File: src/rtl/usi_pkg.sv
// usi_pkg: shared types and field positions for the USI UART transmitter.
// Holds the FSM state enum, parameters-word field layout and frame helpers.
package usi_pkg;

   typedef enum logic [2:0] {
      IDLE,
      START,
      DATA,
      PARITY,
      STOP
   } state_t;

   localparam int LEN_LSB     = 0;
   localparam int LEN_W       = 2;
   localparam int PAR_EN_BIT  = 2;
   localparam int PAR_ODD_BIT = 3;
   localparam int STOP2_BIT   = 4;
   localparam int CFG_W       = 5;

   // Index of the last data bit: 4..7 for 5..8 data bits.
   function automatic logic [2:0] last_bit(input logic [CFG_W-1:0] cfg);
      return 3'd4 + {1'b0, cfg[LEN_LSB +: LEN_W]};
   endfunction

   // Parity over the bits actually sent; inverted for odd parity.
   function automatic logic frame_parity(input logic [7:0]       data,
                                         input logic [CFG_W-1:0] cfg);
      logic [7:0] mask;
      mask = ~(8'hE0 << cfg[LEN_LSB +: LEN_W]);
      return (^(data & mask)) ^ cfg[PAR_ODD_BIT];
   endfunction

endpackage

File: src/rtl/usi_baud_tick.sv
// usi_baud_tick: bit-period counter, counts 0..period-1 and wraps.
// Ports: CLK, RST (async high), clear (hold at 0), period, tick (count==period-1).
module usi_baud_tick (
   input  logic        CLK,
   input  logic        RST,
   input  logic        clear,
   input  logic [31:0] period,
   output logic        tick
);

   logic [31:0] count;

   assign tick = (count == period - 32'd1);

   always_ff @(posedge CLK or posedge RST) begin
      if (RST) begin
         count <= '0;
      end else if (clear || tick) begin
         count <= '0;
      end else begin
         count <= count + 32'd1;
      end
   end

endmodule

File: src/rtl/usi_uart_tx.sv
// usi_uart_tx: single-frame UART transmitter with 5-8 data bits, optional parity, 1/2 stop.
// Ports: CLK, RST, start, tx_data, clkdiv, parameters in; tx, busy, done, error out.
module usi_uart_tx
   import usi_pkg::*;
(
   input  logic        CLK,
   input  logic        RST,
   input  logic        start,
   input  logic [31:0] tx_data,
   input  logic [31:0] clkdiv,
   input  logic [31:0] parameters,
   output logic        tx,
   output logic        busy,
   output logic        done,
   output logic        error
);

   state_t           state;
   logic [31:0]      div_q;
   logic [CFG_W-1:0] cfg_q;
   logic [7:0]       shreg;
   logic             par_q;
   logic [2:0]       bit_cnt;
   logic             stop2;
   logic             tick;
   logic             clear;
   logic             unused;

   assign unused = ^{tx_data[31:8], parameters[31:CFG_W]};

   // Counter idles at zero so the first bit period starts cleanly.
   assign clear = (state == IDLE);

   usi_baud_tick u_baud (
      .CLK    (CLK),
      .RST    (RST),
      .clear  (clear),
      .period (div_q),
      .tick   (tick)
   );

   always_ff @(posedge CLK or posedge RST) begin
      if (RST) begin
         state   <= IDLE;
         tx      <= 1'b1;
         busy    <= 1'b0;
         done    <= 1'b0;
         error   <= 1'b0;
         div_q   <= '0;
         cfg_q   <= '0;
         shreg   <= '0;
         par_q   <= 1'b0;
         bit_cnt <= '0;
         stop2   <= 1'b0;
      end else begin
         done  <= 1'b0;
         error <= 1'b0;
         if (state == IDLE) begin
            if (start) begin
               if (clkdiv == 32'd0) begin
                  error <= 1'b1;
               end else begin
                  div_q <= clkdiv;
                  cfg_q <= parameters[CFG_W-1:0];
                  shreg <= tx_data[7:0];
                  par_q <= frame_parity(tx_data[7:0],
                                        parameters[CFG_W-1:0]);
                  state <= START;
                  tx    <= 1'b0;
                  busy  <= 1'b1;
               end
            end
         end else begin
            // Requests during a frame are rejected, frame continues.
            error <= start;
            if (tick) begin
               case (state)
                  START: begin
                     state   <= DATA;
                     tx      <= shreg[0];
                     bit_cnt <= '0;
                  end
                  DATA: begin
                     if (bit_cnt == last_bit(cfg_q)) begin
                        stop2 <= 1'b0;
                        if (cfg_q[PAR_EN_BIT]) begin
                           state <= PARITY;
                           tx    <= par_q;
                        end else begin
                           state <= STOP;
                           tx    <= 1'b1;
                        end
                     end else begin
                        bit_cnt <= bit_cnt + 3'd1;
                        shreg   <= shreg >> 1;
                        tx      <= shreg[1];
                     end
                  end
                  PARITY: begin
                     state <= STOP;
                     tx    <= 1'b1;
                  end
                  STOP: begin
                     if (cfg_q[STOP2_BIT] && !stop2) begin
                        stop2 <= 1'b1;
                     end else begin
                        state <= IDLE;
                        busy  <= 1'b0;
                        done  <= 1'b1;
                     end
                  end
                  default: state <= IDLE;
               endcase
            end
         end
      end
   end

endmodule
File: config.mk
export PLATFORM = sky130hd
export DESIGN_NAME = usi_uart_tx
export DESIGN_NICKNAME = d
export VERILOG_FILES = /design/src/rtl/usi_pkg.sv /design/src/rtl/usi_baud_tick.sv /design/src/rtl/usi_uart_tx.sv
export SDC_FILE = /design/constraint.sdc
export NUM_CORES = 1
export LEC_CHECK = 0
export BUFFER_PORTS_ARGS = -buffer_cell sky130_fd_sc_hd__clkbuf_2
export CAP_MARGIN = 40
export CORE_MARGIN = 4
export CORE_UTILIZATION = 42
export CTS_CLUSTER_SIZE = 14
export DETAILED_ROUTE_END_ITERATION = 16
export GPL_ROUTABILITY_DRIVEN = 0
export PLACE_DENSITY = 0.66
export SYNTH_ARGS = -nofsm -noshare
export SYNTH_HDL_FRONTEND = slang
export SYNTH_HIERARCHICAL = 1
export SYNTH_SLANG_ARGS = --single-unit
File: constraint.sdc
create_clock -name CLK -period 3.7 [get_ports CLK]
set_clock_uncertainty 0.15 [all_clocks]
set_input_delay 0.555 -clock CLK [delete_from_list [all_inputs] [get_ports CLK]]
set_output_delay 0.555 -clock CLK [all_outputs]
set_load 0.005 [all_outputs]
; ---- Word-level counts from Yosys, hierarchy flattened
; Index checks and enable logic that the tools add are counted.
[totals]
reg_bits = 89
inputBits = 99
output_inout_bits = 4
elab_cells = 96
[classes]
add_sub_neg = 4
n_eq_ne = 15
shifts = 1
muxes = 40
n_bitwise = 5
n_reduce_logical = 19
[ops]
columns = op, count
row1 = two-way mux 8 bit, 6
row2 = "adder 32 x 1 -> 32 bit, second input constant", 1
row3 = equality test 32 bit, 1
row4 = zero test 32 bit, 1
row5 = two-way mux 32 bit, 1
row6 = "subtractor 32 x 1 -> 32 bit, second input constant", 1
row7 = two-way mux 3 bit, 8
row8 = two-way mux 1 bit, 21
row9 = AND reduction 5 bit, 4
row10 = one-hot mux 3 bit (4 select lines), 1
row11 = "inequality test 2 bit, second input constant", 5
row12 = nonzero test 2 bit, 5
row13 = AND 8 bit, 1
row14 = inverter 8 bit, 1
row15 = AND reduction 4 bit, 2
row16 = XOR reduction 8 bit, 1
row17 = "<< shifter 8 x 2 -> 8 bit, first input constant", 1
row18 = "equality test 3 x 2 -> 1 bit, second input constant", 2
row19 = "inequality test 3 x 2 -> 1 bit, second input constant", 2
row20 = one-hot mux 3 bit (2 select lines), 1
row21 = "inequality test 2 x 1 -> 1 bit, second input constant", 2
row22 = nonzero test 4 bit, 1
row23 = "adder 3 x 1 -> 3 bit, second input constant", 1
row24 = "adder 3 x 2 -> 3 bit, first input constant", 1
row25 = 12 further kinds, 13

; ---- Depth between registers and ports, before layout
[logic_depth]
ltp_word = 6
mapped_depth = 16
ltp_nobuf = 15

; ---- Cells and area by module
; Netlist, hierarchy kept.
[by_module_without_submodules]
columns = mod, n_inst, cells_per_inst, area_per_inst_um2, seq_area_each_um2
row1 = usi_baud_tick, 1, 324, 2726.4, 800.8
row2 = usi_uart_tx, 1, 202, 2531.2, 1402.6

; ---- Least setup slack after synthesis
; No wires, ideal clock.
[synth_path]
path_type = register to register
startpoint = register div_q[21]
endpoint = register bit_cnt[0]
setup_ns = 0.134
t_arrival_ns = 3.363
t_required_ns = 3.416
setup_slack_ns = 0.053
stages_incl_launch_ff = 15
path_buffers = 1
synth_period_minus_slack_ns = 3.647
path_cell_list = dfrtp_1 -> or4_1 -> or3b_1 -> nor4_1 -> mux2_2 -> o211a_1 -> nor2_1 -> nand4b_1 -> inv_1 -> inv_1 -> nor2_1 -> nand3_1 -> clkbuf_1 -> nand3_1 -> o21ai_0
[synth_via]
elab_chain_cells = 3
[synth_lines]
columns = element, line_no
row1 = from (decl), usi_uart_tx.sv:19  ; logic [31:0] div_q;
row2 = from (signal assigned), usi_uart_tx.sv:63  ; div_q <= clkdiv;
row3 = subtractor 32 x 1 -> 32 bit, usi_baud_tick.sv:13  ; assign tick = (count == period - 32'd1);
row4 = equality test 32 bit, usi_baud_tick.sv:13
row5 = named net tick, usi_uart_tx.sv:25  ; logic tick;
row6 = AND reduction 4 bit (no line), --
row7 = to (signal assigned), usi_uart_tx.sv:94  ; bit_cnt <= bit_cnt + 3'd1;
row8 = to (decl), usi_uart_tx.sv:23  ; logic [2:0] bit_cnt;
; The timed path passes the listed nets, and every way through them passes these cells.
; A chain may end at the register's enable or synchronous reset.

; ---- Final worst setup path
[layout_path]
startpoint = register div_q[1]
endpoint = register u_baud.count[30]
[layout_via]
elab_chain_cells = 4
[layout_lines]
columns = element, line_no
row1 = subtractor 32 x 1 -> 32 bit, usi_baud_tick.sv:13
row2 = equality test 32 bit, usi_baud_tick.sv:13
row3 = logical OR 1 bit, usi_baud_tick.sv:18  ; end else if (clear || tick) begin
row4 = two-way mux 32 bit, usi_baud_tick.sv:18
row5 = to (signal assigned), usi_baud_tick.sv:21  ; count <= count + 32'd1;
row6 = to (decl), usi_baud_tick.sv:11  ; logic [31:0] count;
; No other way between the ends.

==> impl_metrics.py <==
metrics = {
    "outcome": {
        "outcome": "finished clean",
    },
    "power_and_ir_drop": {
        "p_int_mw": 1.54,
        "swShare_pct": 20.8,
        "ir_drop_v": 0.000257,
        "power.share.sequential_pct": 49.6,
        "p_per_area_nw_per_um2": 305,
        "power.share.clock_pct": 46.4,
        "pwr-share-comb_pct": 4.0,
        "p_leak_nw": 2.97,
        "netSwitchingPower_mw": 0.404,
    },
    "timing": {
        "holdWs_ns": 0.157,
        "rsz0062_at_grt": "true",
        "period_needed_ns": 3.65,
        "max_slew_margin_pct": 46.7,
        "final.setup.worst_slack_ns": 0.0519,
        "setup_viol": 0,
        "hold_violations": 0,
        "fin_crit_sh_pct": 98.6,
        "fmax_mhz": 274,
        "slew_violations": 0,
        "worstMarginPinSlew_ns": 0.798,
    },
    "synth": {
        "avgSynthCellArea_um2": 10.0,
        "synth_top_family_by_area": "simple AND/OR/NAND/NOR gates",
        "postSynthCellCount": 526,
        "synth_edf_count": 0,
        "synthesis.area_um2": 5260,
        "synth_xor_area_share_pct": 13.0,
        "synth-seq-cells": 88,
        "ys_seq_area_share_pct": 41.9,
        "yosys_warnings": 6,
        "ys.flop_type": "dfrtp_1",
        "synth-simple-area-share_pct": 23.6,
        "synthMuxAreaShare_pct": 10.2,
        "synth_fp_nets": 628,
        "synth-adder-area-share_pct": 0.714,
        "synthArstFlopShare_pct": 100,
        "synth-compound-area-share_pct": 7.07,
        "yosys.cell_types.count": 63,
    },
    "worst_setup_path": {
        "reg2regPathDepth": 9,
        "cp.arrival_ns": 3.72,
        "worstPathRequired_ns": 3.77,
        "endpoint": "u_baud/count[30]$_DFF_PP0_",
        "rr_endpoint": "u_baud/count[30]$_DFF_PP0_",
        "reg2reg_from": "div_q[1]$_DFFE_PP0P_",
        "crit_path_end_kind": "register",
        "critPathLaunch": "div_q[1]$_DFFE_PP0P_",
        "rrSetupSlack_ns": 0.05,
        "cp_max_fo": 8,
        "path_class": "register to register",
        "cp-start-kind": "register",
    },
    "global_routing": {
        "grt_overflow": 0,
        "antenna_found_initial": 0,
        "grt_pass1_wl_um": 20500,
        "grt_pass1_vias": 4131,
        "grt_max_degree": 40,
        "track_usage_pct": 17.7,
    },
    "layout": {
        "antennaDiodeCount": 0,
        "synthToLayoutAreaGrowth_pct": 20.8,
        "final_nets": 709,
        "drive_gt1_share_pct": 28.1,
        "fill_cells": 1073,
    },
    "floorplanning": {
        "design.die.area_um2": 14400,
        "core_um2": 12100,
        "rows": 40,
        "die_w_um": 120,
        "die_h_um": 120,
        "start_util_pct": 43.4,
        "ios": 103,
    },
    "clock_tree": {
        "cts-hold-fix-buffers": 0,
        "clock_latency_ns": 0.33,
        "cts.sinks": 88,
        "cts_made_buffers": 9,
        "cts_tree": "built",
        "clk_pin_slew_ns": 0.06,
        "htree_levels": 3,
        "ctsLongestPathBuffers": 2,
        "root_buffer": "clkbuf_16",
    },
    "routing": {
        "drt-initial-drc-count": 297,
        "drc": 0,
        "antenna_left": 0,
        "viasPerCell": 5.48,
        "routed_wl_um": 12800,
        "first_pass_iters": 5,
        "post_drt_wl_per_cell_um": 16.5,
        "vias": 4271,
    },
    "run": {
        "max_cap_viol_count": 0,
    },
    "hold_path": {
        "hold_path.class": "primary input to async pin",
    },
    "place": {
        "hpwl_um": 9640,
        "port_buffers": 51,
        "dp_slack_ns": 0.0346,
    },
}
state kept, by name, indices dropped and copies added (netlist names), 3 cells and up:
register,count
div_q,32
state,3
cfg_q,4
u_baud/count,32
bit_cnt,3
shreg,8
per-layer routing:
layer | track usage, % | wire, um | up-vias
met4 | 6.44 | 279 | 0
met2 | 29.6 | 6510 | 110
met5 | 0 | 0 | -
met1 | 22.7 | 5530 | 2085
li1 | - | - | 2049
met3 | 3.58 | 529 | 27
worst min path at each step:
stage          depth (start not counted)  slack, ns                    endpoint                  from
5_1_grt                                3       0.20  u_baud/count[27]$_DFF_PP0_                   RST
2_1_floorplan                          2       0.30           par_q$_DFFE_PP0P_     par_q$_DFFE_PP0P_
3_5_place_dp                           2       0.34        shreg[2]$_DFFE_PP0P_  shreg[2]$_DFFE_PP0P_
6_report                               3       0.16  u_baud/count[27]$_DFF_PP0_                   RST
4_1_cts                                3       0.17  u_baud/count[27]$_DFF_PP0_                   RST
3_3_place_gp                           2       0.33        shreg[6]$_DFFE_PP0P_  shreg[6]$_DFFE_PP0P_
metrics by stage:
step                      total power [mW]  cell area, um^2  TNS, ns  instances  utilization, %
after CTS                             1.97             6150        0        772            50.8
after global routing                  2.02             6350   -0.498        780            52.4
final                                 1.94             6350        0        780            52.4
after floorplan                       1.01             5260        0        526               -
after global placement                1.06             5850        0        756            48.3
after detailed placement              1.06             5850        0        756            48.3
cells in the final DEF, fill, tap and decap left out, types with 14 or more instances in the layout:
cell type  Yosys  layout
dfrtp_1       87      87
clkbuf_2       0      51
inv_1         17      15
nor3_1        17      14
nand3_1       34      33
mux2_2        37      37
o21ai_0       18      16
nand2_1       21      21
xor2_1        33      33
buf_4          0      30
nor2_1        62      61
xnor2_1       45      45
cells in the mapped netlist (2+ instances only):
library cell | number | area share, %
buf_6 | 7 | 1.5
nand4_1 | 13 | 1.5
or4_1 | 5 | 0.71
a41o_1 | 2 | 0.38
nand4b_1 | 3 | 0.50
nor4b_1 | 5 | 0.83
and2_1 | 4 | 0.48
and4_1 | 4 | 0.67
nor3_1 | 17 | 1.6
or3b_1 | 2 | 0.33
o2111ai_1 | 2 | 0.33
nand2b_1 | 4 | 0.48
o41ai_1 | 4 | 0.67
a21oi_1 | 4 | 0.38
nor4_1 | 16 | 1.9
ha_1 | 3 | 0.71
nand3_1 | 34 | 3.2
nand3b_1 | 2 | 0.29
xor2_1 | 33 | 5.5
mux2_2 | 37 | 7.9
and3_1 | 7 | 0.83
a22o_1 | 2 | 0.33
xnor2_1 | 45 | 7.5
nand2_1 | 21 | 1.5
dfrtp_1 | 87 | 41
nor2b_1 | 5 | 0.59
inv_1 | 17 | 1.2
or3_1 | 4 | 0.48
and3b_1 | 2 | 0.33
clkbuf_1 | 6 | 0.43
o21ai_0 | 18 | 1.7
mux2i_1 | 11 | 2.1
or2_2 | 3 | 0.36
nor2_1 | 62 | 4.4
a31oi_1 | 4 | 0.48
buf_2 | 4 | 0.38
worst max-delay path, stage by stage (launching register included):
cell and delay, ns:
dfrtp_1 0.43, or4_4 0.62, buf_12 0.16, o41ai_4 0.29, nand4_1 0.18, or4b_1 0.54
or4_4 0.43, o41ai_4 0.43, clkbuf_16 0.25, nor2_1 0.05
power groups by stage:
stage / sequential [mW] / combinational, mW / clock [mW]
finish: 0.963 / 0.0776 / 0.900
floorplan: 0.981 / 0.0341 / 0
detailed placement: 0.981 / 0.0796 / 0
global placement: 0.981 / 0.0771 / 0
CTS: 0.963 / 0.0799 / 0.924
global route: 0.962 / 0.0873 / 0.967
layout make-up:
cell class | instances | area (um^2) | share of cell area [%]
clock inverters | 5 | 56.3 | 0.886
inverters | 17 | 63.8 | 1.00
well taps | 168 | 210 | 3.31
repair buffers | 87 | 597 | 9.40
clock buffers | 11 | 243 | 3.82
multi-input cells | 404 | 2980 | 46.9
flip-flops and latches | 88 | 2200 | 34.7
logic make-up after synthesis:
kind of cell	count (synthesis)
and+or+nand+nor	225
DFF	88
xor gates and xnor gates	78
AOI/OAI and AO/OA	49
muxes	49
buffers and inverters	34
adders and majority gates	3
what timing repair did:
action,in CTS,in global routing
hold endpoints to repair,0,0
resized for setup,0,24
setup buffers,0,6
endpoints found under the setup margin,0,48
(Power assumes the default switching activity.)
